==> src/rtl/lc_tune_pkg.sv <==
// Shared types and defaults for the LC tank SAR tuning controller.
package lc_tune_pkg;

    localparam int unsigned DEF_NBITS    = 6;
    localparam int unsigned DEF_SETTLE_W = 8;
    localparam int unsigned DEF_CODE_VAL = 32;

    typedef enum logic [1:0] {
        StIdle,
        StSettle,
        StMeasure,
        StDone
    } tune_state_e;

    function automatic int unsigned msb_code(input int unsigned n);
        return 32'd1 << (n - 1);
    endfunction

endpackage

==> src/rtl/lc_settle_timer.sv <==
// Down-counter that holds off the comparator sample while the tank settles.
module lc_settle_timer #(
    parameter int unsigned SETTLE_W = 8
) (
    input  logic                clk,
    input  logic                rst_n,
    input  logic                load,
    input  logic [SETTLE_W-1:0] load_val,
    input  logic                en,
    output logic                expired
);

    logic [SETTLE_W-1:0] count_q;

    assign expired = (count_q == '0);

    always_ff @(posedge clk or negedge rst_n) begin
        if (!rst_n) begin
            count_q <= '0;
        end else if (load) begin
            count_q <= load_val;
        end else if (en && !expired) begin
            count_q <= count_q - SETTLE_W'(1);
        end
    end

endmodule

==> src/rtl/lc_tune_ctrl.sv <==
// SAR search over a binary-weighted cap bank: one comparator verdict per bit, MSB first,
// with manual load and an abort that restores the code held before the search began.
module lc_tune_ctrl
    import lc_tune_pkg::*;
#(
    parameter int unsigned NBITS    = DEF_NBITS,
    parameter int unsigned SETTLE_W = DEF_SETTLE_W,
    parameter int unsigned DEF_CODE = DEF_CODE_VAL
) (
    input  logic                clk,
    input  logic                rst_n,
    input  logic                start,
    input  logic                abort,
    input  logic [SETTLE_W-1:0] settle_cycles,
    input  logic                cmp_valid,
    input  logic                cmp_high,
    input  logic                manual_en,
    input  logic [NBITS-1:0]    manual_code,
    output logic [NBITS-1:0]    cap_code,
    output logic                busy,
    output logic                done
);

    localparam int unsigned IDX_W = (NBITS > 1) ? $clog2(NBITS) : 1;

    tune_state_e      state_q, state_d;
    logic [NBITS-1:0] cap_code_q, cap_code_d;
    logic [NBITS-1:0] saved_q, saved_d;
    logic [IDX_W-1:0] bit_idx_q, bit_idx_d;
    logic             busy_q, done_q;
    logic             tmr_load, tmr_en, tmr_expired;

    lc_settle_timer #(
        .SETTLE_W (SETTLE_W)
    ) u_settle_timer (
        .clk      (clk),
        .rst_n    (rst_n),
        .load     (tmr_load),
        .load_val (settle_cycles),
        .en       (tmr_en),
        .expired  (tmr_expired)
    );

    always_comb begin
        state_d    = state_q;
        cap_code_d = cap_code_q;
        saved_d    = saved_q;
        bit_idx_d  = bit_idx_q;
        tmr_load   = 1'b0;
        tmr_en     = 1'b0;

        unique case (state_q)
            StIdle: begin
                if (start) begin
                    saved_d    = cap_code_q;
                    cap_code_d = NBITS'(msb_code(NBITS));
                    bit_idx_d  = IDX_W'(NBITS - 1);
                    tmr_load   = 1'b1;
                    state_d    = StSettle;
                end else if (manual_en) begin
                    cap_code_d = manual_code;
                end
            end
            StSettle: begin
                if (abort) begin
                    cap_code_d = saved_q;
                    state_d    = StIdle;
                end else if (tmr_expired) begin
                    state_d = StMeasure;
                end else begin
                    tmr_en = 1'b1;
                end
            end
            StMeasure: begin
                // Abort outranks a verdict arriving in the same cycle.
                if (abort) begin
                    cap_code_d = saved_q;
                    state_d    = StIdle;
                end else if (cmp_valid) begin
                    cap_code_d[bit_idx_q] = cmp_high;
                    if (bit_idx_q == '0) begin
                        state_d = StDone;
                    end else begin
                        cap_code_d[bit_idx_q - IDX_W'(1)] = 1'b1;
                        bit_idx_d = bit_idx_q - IDX_W'(1);
                        tmr_load  = 1'b1;
                        state_d   = StSettle;
                    end
                end
            end
            StDone: begin
                if (abort) begin
                    cap_code_d = saved_q;
                end
                state_d = StIdle;
            end
            default: state_d = StIdle;
        endcase
    end

    always_ff @(posedge clk or negedge rst_n) begin
        if (!rst_n) begin
            state_q    <= StIdle;
            cap_code_q <= NBITS'(DEF_CODE);
            saved_q    <= NBITS'(DEF_CODE);
            bit_idx_q  <= IDX_W'(NBITS - 1);
            busy_q     <= 1'b0;
            done_q     <= 1'b0;
        end else begin
            state_q    <= state_d;
            cap_code_q <= cap_code_d;
            saved_q    <= saved_d;
            bit_idx_q  <= bit_idx_d;
            busy_q     <= (state_d == StSettle) || (state_d == StMeasure);
            done_q     <= (state_d == StDone);
        end
    end

    assign cap_code = cap_code_q;
    assign busy     = busy_q;
    assign done     = done_q;

endmodule

==> config.mk <==
export PLATFORM = sky130hd
export DESIGN_NAME = lc_tune_ctrl
export DESIGN_NICKNAME = d
export VERILOG_FILES = /design/src/rtl/lc_tune_pkg.sv /design/src/rtl/lc_settle_timer.sv /design/src/rtl/lc_tune_ctrl.sv
export SDC_FILE = /design/constraint.sdc
export NUM_CORES = 1
export LEC_CHECK = 0
export ABC_CLOCK_PERIOD_IN_PS = 3150
export CORE_UTILIZATION = 25
export CTS_BUF_LIST = sky130_fd_sc_hd__clkbuf_4 sky130_fd_sc_hd__clkbuf_8
export DETAILED_ROUTE_END_ITERATION = 10
export HOLD_SLACK_MARGIN = 0.12
export MAX_ROUTING_LAYER = met4
export PLACE_DENSITY = 0.54
export SLEW_MARGIN = 20
export SYNTH_ARGS = -nofsm -noshare
export SYNTH_HDL_FRONTEND = slang
export SYNTH_SLANG_ARGS = --single-unit
==> constraint.sdc <==
create_clock -name clk -period 3.15 [get_ports clk]
set_input_delay 0.63 -clock clk [delete_from_list [all_inputs] [get_ports clk]]
set_output_delay 0.63 -clock clk [all_outputs]
set_load 0.05 [all_outputs]
# Word-level counts from Yosys, hierarchy flattened
# Cells that the tools add are included.
# totals
elab_cells	75
regBits	27
# op_classes
add_sub_neg	2
n_mux	34
order_cmp	4
eq_ne	13
reduce_logical	14
bitwise_logic	1
# ops
op	n
6-bit two-way mux	6
6-bit one-hot mux with 3 select lines	1
8-bit two-way mux	2
2-bit two-way mux	6
3-bit two-way mux	4
1-bit two-way mux	9
2-bit == test (second input constant)	4
8-bit logical NOT	1
3-bit by 4-bit less-than comparator with 1-bit output (second input constant)	2
2-bit inequality test (second input constant)	4
2-bit one-hot mux with 4 select lines	1
8-bit by 1-bit subtractor with 8-bit output (second input constant)	1
6-bit bitwise mux	1
1-bit demux with 3-bit select	2
3-bit by 1-bit >= comparator with 1-bit output (second input constant)	2
3-bit inequality test (second input constant)	2
6-bit bitwise OR	1
3-bit one-hot mux with 2 select lines	1
5-bit AND reduction	1
2-bit by 1-bit == test with 1-bit output (second input constant)	2
2-bit nonzero test	2
1-bit logical AND	3
3-bit logical NOT	1
3-bit AND reduction	1
other kinds (8)	8

# Logic depth before layout (Yosys ltp)
# Gate-level depths: netlist (run 1).
# depth
word_depth	10
depth_mapped	8
ltp_nobuf	7

# Modules after synthesis
# A second synthesis (run 1) with hierarchy kept.
# unflattened
hier_cells	177
hier_area_um2	1749.2
# by_module_without_submodules
mod	area_each_um2	cells_each	instances
lc_tune_ctrl	1221.2	119	1
lc_settle_timer	528.0	58	1

# Least setup slack after synthesis (run 1)
# Ideal clock, no wire load.
# synth_path
path_type	register -> register
startpoint	register bit_idx_q[0]
endpoint	register cap_code_q[0] (netlist: cap_code[0])
setup_slack_ns	0.944
path_buffers	1
path_stages_with_launch	8
t_arrival_ns	2.139
setup_ns	0.067
synth_period_minus_slack_ns	2.206
required_time_ns	3.083
cell_sequence	dfstp_2 buf_2 clkinv_1 ha_1 nor4b_1 nor4b_1 o41ai_1 a221o_1
# synth_between
elab_chain_len	10
word_cells_on_any_way	18
# synth_lines
item	line	rtl
start, declared	lc_tune_ctrl.sv:29	logic [IDX_W-1:0] bit_idx_q, bit_idx_d;
start signal, assigned	lc_tune_ctrl.sv:106	bit_idx_q <= IDX_W'(NBITS - 1);
start signal, assigned	lc_tune_ctrl.sv:113	bit_idx_q <= bit_idx_d;
3-bit by 1-bit subtractor with 3-bit output, or another cell as far along	lc_tune_ctrl.sv:84	cap_code_d[bit_idx_q - IDX_W'(1)] = 1'b1;
3-bit by 4-bit less-than comparator with 1-bit output (implied by the code), or another cell as far along	lc_tune_ctrl.sv:84	
1-bit logical AND (implied by the code) / 1-bit two-way mux (equally long branches)	lc_tune_ctrl.sv:84, lc_tune_ctrl.sv:80	
1-bit two-way mux (implied by the code) / 1-bit demux with 3-bit select (equally long branches)	lc_tune_ctrl.sv:84, lc_tune_ctrl.sv:80	
1-bit demux with 3-bit select / 6-bit bitwise mux (equally long branches)	lc_tune_ctrl.sv:84, lc_tune_ctrl.sv:80	
6-bit bitwise OR (no line)	n/a	
6-bit two-way mux (*)	lc_tune_ctrl.sv:81	if (bit_idx_q == '0) begin
6-bit two-way mux (*)	lc_tune_ctrl.sv:79	end else if (cmp_valid) begin
6-bit two-way mux (*)	lc_tune_ctrl.sv:76	if (abort) begin
6-bit one-hot mux with 3 select lines (*)	lc_tune_ctrl.sv:52	unique case (state_q)
end signal, assigned	lc_tune_ctrl.sv:104	cap_code_q <= NBITS'(DEF_CODE);
end signal, assigned	lc_tune_ctrl.sv:111	cap_code_q <= cap_code_d;
end, declared	lc_tune_ctrl.sv:27	logic [NBITS-1:0] cap_code_q, cap_code_d;
# Mark *: on every way between the ends. The rest lies on a longest branch, timed or not. The select of a mux whose other input is x is not followed.
# A chain may end at the register's enable or synchronous reset.

# Worst setup path after layout (run 1)
# Ends and elaborated chain as after synthesis.

==> results of run 1 <==
-- synth_stat cells (all sizes together), types with 2 or more instances --
master and count:
a221o 5, o41ai 2, a31oi 2, nor2b 2
nor4b 3, nor2 4, a21oi 6, buf 7
o211ai 2, a22oi 5, ha 5, nor4 8
o311a 2, nand2 14, nand2b 5, dfstp 4
or4 2, mux2 6, nor3 9, inv 7
clkbuf 3, and3b 3, a31o 2, nand3b 2
nor3b 3, o21ai 6, nand3 4, o31ai 3
o311ai 4, dfrtp 23, a211oi 3, or3 3
-- layout by cell type, fill, tap and decap left out, types with 5 or more instances in the layout --
master / synthesis / layout
sky130_fd_sc_hd__a22oi_1: 5 / 5
sky130_fd_sc_hd__dfrtp_1: 23 / 23
sky130_fd_sc_hd__inv_1: 7 / 7
sky130_fd_sc_hd__o21ai_0: 6 / 6
sky130_fd_sc_hd__clkdlybuf4s50_1: 0 / 28
sky130_fd_sc_hd__a221o_1: 5 / 5
sky130_fd_sc_hd__buf_4: 1 / 6
sky130_fd_sc_hd__mux2_2: 6 / 6
sky130_fd_sc_hd__nand2_1: 14 / 14
sky130_fd_sc_hd__a21oi_1: 6 / 6
sky130_fd_sc_hd__nand2b_1: 5 / 5
sky130_fd_sc_hd__nor4_1: 8 / 8
sky130_fd_sc_hd__ha_1: 5 / 5
sky130_fd_sc_hd__nor3_1: 9 / 9
-- state kept, by name, indices dropped and copies added, names as in the netlist --
name,cells
u_settle_timer.count_q,8
busy,1
saved_q,6
done,1
cap_code,6
state_q,2
bit_idx_q,3
-- layer usage --
layer	routed length, microns	part of all wire	up-vias
met4	36	0.0084	0
met2	1922	0.45	30
met1	2223	0.52	748
li1	-	-	747
met5	0	0	-
met3	107	0.025	2
-- where the power goes --
| part | leakage [nW] | total [mW] | switching [mW] | internal, mW |
|---|---|---|---|---|
| logic | 0.493 | 0.723 | 0.394 | 0.329 |
| registers | 0.336 | 0.642 | 0.161 | 0.481 |
| clock network | 0.0262 | 0.209 | 0.110 | 0.0992 |
| total | 0.855 | 1.57 | 0.665 | 0.910 |
-- stage by stage --
stage | hold WS, ns | worst slack, ns | cell area (sq um) | power (mW) | cells
global placement | 0.5213 | 0.7105 | 2110 | 1.367 | 280
detailed placement | 0.5269 | 0.7317 | 2110 | 1.370 | 280
floorplan | 0.3344 | 0.9440 | 1747 | 1.139 | 176
global route | 0.5835 | 0.4333 | 2158 | 1.691 | 284
finish | 0.5488 | 0.6939 | 2158 | 1.574 | 284
CTS | 0.5493 | 0.7098 | 2158 | 1.587 | 284
-- critical path: stages (launching register included) --
cell,delay (ns)
sky130_fd_sc_hd__dfstp_2,0.63
sky130_fd_sc_hd__clkinv_1,0.26
sky130_fd_sc_hd__ha_1,0.46
sky130_fd_sc_hd__nor4b_1,0.38
sky130_fd_sc_hd__nor4b_1,0.09
sky130_fd_sc_hd__o41ai_1,0.39
sky130_fd_sc_hd__a221o_1,0.19
-- kinds of logic after synthesis --
logic type                 synth area share
and+or+nand+nor                      0.2342
AOI/OAI and AO/OA                    0.2429
DFF                                  0.3897
buffers and inverters               0.05301
muxes                               0.04441
adders and majority gates           0.03582
-- area by class of cell --
class | instances | share of cell area
clock buffers | 4 | 0.02261
well taps | 80 | 0.04638
flip-flops and latches | 27 | 0.3154
inverters | 8 | 0.01391
repair buffers | 34 | 0.1507
multi-input cells | 131 | 0.4510
-- worst max path at each step --
stage | from | endpoint | slack, ns | cells after the start
2_1_floorplan | bit_idx_q[0] | cap_code[0] | 0.94 | 7
3_3_place_gp | abort | u_settle_timer.count_q[4] | 0.71 | 5
3_5_place_dp | bit_idx_q[0] | cap_code[0] | 0.73 | 6
4_1_cts | bit_idx_q[0] | cap_code[0] | 0.71 | 6
5_1_grt | bit_idx_q[0] | cap_code[0] | 0.43 | 6
6_report | bit_idx_q[0] | cap_code[0] | 0.69 | 6
==> run summary, run 1 <==
The number of pins exceeding their max-slew limit in the final report is 0, and the global routing met2 resource utilization is 0.1978. The initial core utilization came out at 0.2585. The peak supply drop came out at 0.2846 mV. TritonCTS built the clock tree.

Max-cap violations in this run came to 0. Final-layout setup total negative slack: 0 ns. After clock tree synthesis, the flow added hold-fix buffers numbering 0.

Total setup buffers inserted after CTS: 0. The tools report the kind of start point of the critical path as a register. The analysis attributes to cell leakage a power of 0.8553 nW. The global routing met3 resource utilization is 0.01347.

The first global-routing pass estimated 7569 microns of wire. Port buffering added 28 buffers. The worst hold path begins at saved_q[4].

Between clock sinks in the finished design, the worst skew comes to 0.004012 ns. For this run, design rule violations remaining after detail routing come to 0. The power density relative to cell area was 729.4 nW/um^2.

The tools report the standard cell core area as 6756 sq um. The Yosys step of the flow raised 0 warnings. Setup violations remaining at the end of the flow were counted as 0. In the final routed layout, each cell accounts on average for 15.11 microns. Counting cells, the worst reg-to-reg path comes to 6.

The routed design has 4290 microns of wire. Static timing analysis puts the maximum clock frequency at 407.2 MHz. Registers take 680.7 sq um. The post-CTS clock slew at the launch and capture registers of the worst setup and hold paths is 0.09 ns.

The worst setup path is captured at a register. Setup repair after global routing left no endpoint under its margin. The layout overhead on the synthesized area works out to 23.57%. The share of layout cells above drive strength 1 was 0.1422. The worst setup path is of the reg -> reg kind. For the worst setup path, the data required time is 3.36 ns.

The tools report the portion of the post-synthesis area used by sequential elements as 0.3897. Normalized max-slew margin: 0.6384. The endpoint identified for the worst register-to-register timing path is cap_code[0]. The number of fillers in the final layout was 702. The logs give 1566 for the number of global-route vias before repair and 0 for the final hold violation count. The minimum clock period was 2.456 ns. The congestion estimate from routability-driven global placement came to 0.7715. The worst hold path terminates at saved_q[4]. The tools report the site row count as 30. The number of antenna violations at the first check in global routing is 0. Clock network latency to the later pin of the worst-skew pair: 0.27 ns. The number of clock sinks is 27. Buffers inserted during clock tree synthesis total 3. In this run the critical register-to-register path is launched from bit_idx_q[0]. The run gives 1527 as the total via count in the routed design. The cell accounting for the most synthesized area was sky130_fd_sc_hd__dfrtp_1. For the end-of-flow core utilization, the log shows 0.3194. The share of flip-flops with an asynchronous set or reset is 1.000.

The dominant synthesized flop cell is sky130_fd_sc_hd__dfrtp_1. The multi-input combinational cells in the finished layout cover a total of 973.4 sq um. The number of different library cells in the post-synthesis netlist was 59; the overall routing resource usage was 0.1315. In this run, synthesis inferred 0 flip-flops with an integrated enable. Entering global routing, the biggest net connects 28 pins. The logs give 1 for the deepest level of the CTS H-tree and 202 for the number of nets produced by synthesis.

The first detailed-routing pass ran for 4 iterations. The flow ran to the end, and the final reports show no timing, DRC or antenna violations. The HPWL after detailed placement is 3195 microns. Gate count after technology mapping: 176. In the routed layout, each cell is associated on average with a via count of 5.377. The run gives 0.1880 as the met1 demand-to-capacity share in global routing. The floorplan step set the die height to 85.59 microns. The tools report the initial detailed-routing violation count as 92.

Pin placement for this block handled 29 I/O pins. The global routing's busiest layer is met2. The repair_antennas step left the layout with diodes totalling 0. The worst hold path stage count was 1; the share of the synthesized area in the top cell type was 0.3295.

The die covers 7325 sq um. The number of storage elements in the synthesis netlist was 27. Sorting the synthesized cells by area gives the leading types as sky130_fd_sc_hd__dfrtp_1, sky130_fd_sc_hd__dfstp_2, sky130_fd_sc_hd__mux2_2.

In the final design database the tool counted 231 nets. The clock root buffer is sky130_fd_sc_hd__clkbuf_8. The die span in x is 85.59 microns.

Once the clock tree was built, the resizer swapped 0 gates to a different size. STA puts the critical path data arrival time at 2.67 ns. The share of the clock period used by the worst path after layout came out at 0.7797. The remaining global-route overflow was 0; the minimum setup slack among reg-to-reg paths was 0.69 ns. The cell area that synthesis handed to floorplanning was 1747 sq um. Along the worst path, the maximum fanout reaches 10. The longest clock path from root to sink contains 2 buffers.

The detail route stage leaves a number of antenna-violating nets equal to 0. The synthesized area per cell is 9.924 sq um. In this run the worst hold path is classified as reg -> reg.

The slew at the pin closest to its max-slew limit is 0.5374 ns.
(Power assumes the default switching activity.)
==> run 2, diff against run 1 <==
- ABC_CLOCK_PERIOD_IN_PS: 3150 -> 2400
- clock period: 3.15 -> 2.4 ns (I/O delays scaled with it)
==> run 2 against run 1 <==
Against the previous run:
- utilization rose by 0.72 points
- power is 34% higher
- die area unchanged
- worst setup slack got worse by 0.51 ns
- cell count increased by 1.4%
- largest cell class unchanged
- first-iteration DRC count is 58% lower
==> run summary, run 2 (synthesis gave the netlist of run 1 again) <==
The flow ran to the end, and the final reports show no timing, DRC or antenna violations. Between clock sinks in the finished design, the worst skew comes to 0.001376 ns. The vias per cell is 5.372. The tools report the total setup buffers inserted after CTS as 0. Setup repair after global routing left no endpoint under its margin. The normalized max-slew margin came out at 0.6237.

In this run the static leakage power is 0.8753 nW. In the layout the commonest cells are sky130_fd_sc_hd__clkdlybuf4s50_1, sky130_fd_sc_hd__dfrtp_1, sky130_fd_sc_hd__nand2_1. The slowest stage of the critical path is the sky130_fd_sc_hd__dfstp_2 cell.

Summed over all nets, wire length on met2 after detailed routing comes to 1963 microns. TritonCTS built the clock tree. The startpoint identified for the worst register-to-register timing path is bit_idx_q[0]. The worst setup path is of the reg -> reg kind.

The overall routing resource usage is 0.1329, and the number of non-filler instances in the completed layout is 288. The number of global-route vias before repair was 1533; the minimum setup slack among reg-to-reg paths was 0.19 ns. After detailed routing, no signal wire sits above met4. The worst hold path stage count was 1. The final hold violation count is 0. Hold is met by 0.5470 ns. Number of pins exceeding their max-slew limit in the final report: 0. The tools report the total number of nets in the final design as 235.

The worst hold path endpoint was saved_q[1]. The detailed router put a total of 2195 microns of wire on met1. The clock passes through at most 2 buffers. In the final routed layout, each cell accounts on average for 15.26 microns. The initial core utilization was 0.2585. The worst stage delay on the critical path was 0.65 ns; the first-pass GRT wire length was 7410 microns. 0 antenna diodes ended up in the layout. Weighted congestion at the end of routability-driven global placement: 0.7633. The tools report the element type at the critical path end as a register.

After routing the design area is 2207 sq um. The total via count in the routed design is 1547, and the count of maximum capacitance violations is 0. The power density relative to cell area was 953.9 nW/um^2; the total setup violations reported at the end of the flow was 0.

The first detailed-routing pass ran for 4 iterations. The routed design uses 140 microns of met3 wire. The number of remaining DRC errors was 0; the die span in x was 85.59 microns.

Number of antenna violations at the first check in global routing: 0. The commonest non-fill, non-tap cell in the layout is sky130_fd_sc_hd__clkdlybuf4s50_1. For the worst setup path, the data arrival time is 2.39 ns. Once the clock tree was built, the resizer swapped 0 gates to a different size.

From bottom edge to top edge, the die measures 85.59 microns. The routed design has 4396 microns of wire. The logs give 30 for the site row count and 7325 sq um for the full die area. 29 I/O pins were placed. The share of layout cells above drive strength 1 works out to 0.1779. The tools report the number of nets still failing antenna checks after routing as 0.

The highest fanout seen on the critical path came out at 9. Clock network latency to the later pin of the worst-skew pair: 0.28 ns. After legalization and detailed placement, the total HPWL measured 3195 microns. The number of input and output port buffers inserted is 28, and the flip-flop count of the largest register, all copies and words added is 8.

For the total cell area at the placement stage, the log shows 2140 sq um. Fill cells in the final layout number 705. The total of hold buffers inserted after clock tree synthesis came out at 0. The standard cell core area is 6756 sq um, and the post-CTS clock slew at the launch and capture registers of the worst setup and hold paths is 0.10 ns. The tree is rooted in a sky130_fd_sc_hd__clkbuf_8. Entering global routing, the biggest net connects 28 pins.

After detailed placement, the design holds a cell count of 284. The number of clock sinks is 27. The final-layout setup total negative slack is 0 ns, and the deepest level of the CTS H-tree is 1. The area growth from synthesis to layout is 26.36%.

The logs give 2.58 ns for the worst endpoint required time and 39 for the initial detailed-routing violation count. For this run the aggregate overflow at the end of global routing stands at 0. At the pin with the least slew margin, the transition time is 0.5645 ns. The design draws 2.105 mW. Timing would allow up to 452.1 MHz.

The endpoint identified for the worst register-to-register timing path is cap_code[1]. The run gives 0.4520 mV as the peak supply drop. The worst setup path is launched from a register. Traced cell by cell, the critical path runs through clkinvlp_4, ha_2, nor4b_2, nor4b_1, o31ai_1, a221o_1.

The share of the clock period used by the worst path after layout came out at 0.9216. Class of the most critical hold timing path: reg -> reg. TritonCTS created 3 clock buffers. Ranked by flip-flop count, first place goes to u_settle_timer.count_q. The worst register-to-register path has a depth of 6. Origin of the worst min-delay path: saved_q[1]. The routed design could run at a clock period as short as 2.212 ns.
run 2: critical path: cells and delay by family (launching register included):
| family | cells | cell delay, ns |
|---|---|---|
| compound gates | 2 | 0.45 |
| flops | 1 | 0.65 |
| simple gates | 2 | 0.48 |
| fa+ha+maj | 1 | 0.35 |
| buf+inv | 1 | 0.18 |
run 2: worst max-delay path by stage:
stage,from,slack [ns],cells after the start,endpoint
after floorplan,bit_idx_q[0],0.19,7,cap_code[0]
after global placement,bit_idx_q[0],0.15,6,cap_code[1]
after detailed placement,bit_idx_q[0],0.1,6,cap_code[0]
after CTS,bit_idx_q[0],0.09,6,cap_code[0]
after global routing,bit_idx_q[0],0.02,6,cap_code[2]
final,bit_idx_q[0],0.19,6,cap_code[1]
run 2: where the power goes:
group / switching (mW) / internal [mW]
combinational: 0.526 / 0.444
clock: 0.165 / 0.131
sequential: 0.208 / 0.631
run 2: layout make-up:
| type | instances | area, sq um | area share |
|---|---|---|---|
| Clock buffer | 4 | 48.80 | 0.02211 |
| Inverter | 8 | 33.78 | 0.01531 |
| Multi-Input combinational cell | 131 | 988.4 | 0.4478 |
| Sequential cell | 27 | 680.7 | 0.3084 |
| Tap cell | 80 | 100.1 | 0.04535 |
| Timing Repair Buffer | 38 | 355.3 | 0.1610 |
run 2: stage by stage:
step,utilization,setup slack [ns]
finish,0.3267,0.1883
global placement,0.3167,0.1490
CTS,0.3239,0.08504
floorplan,-,0.1940
detailed placement,0.3167,0.09608
global route,0.3267,0.01762
run 2: routing by layer:
metal | global-route usage | vias to the layer above
met5 | - | -
met4 | 0.05606 | 0
met3 | 0.01636 | 7
met2 | 0.2058 | 34
met1 | 0.1757 | 748
li1 | - | 758
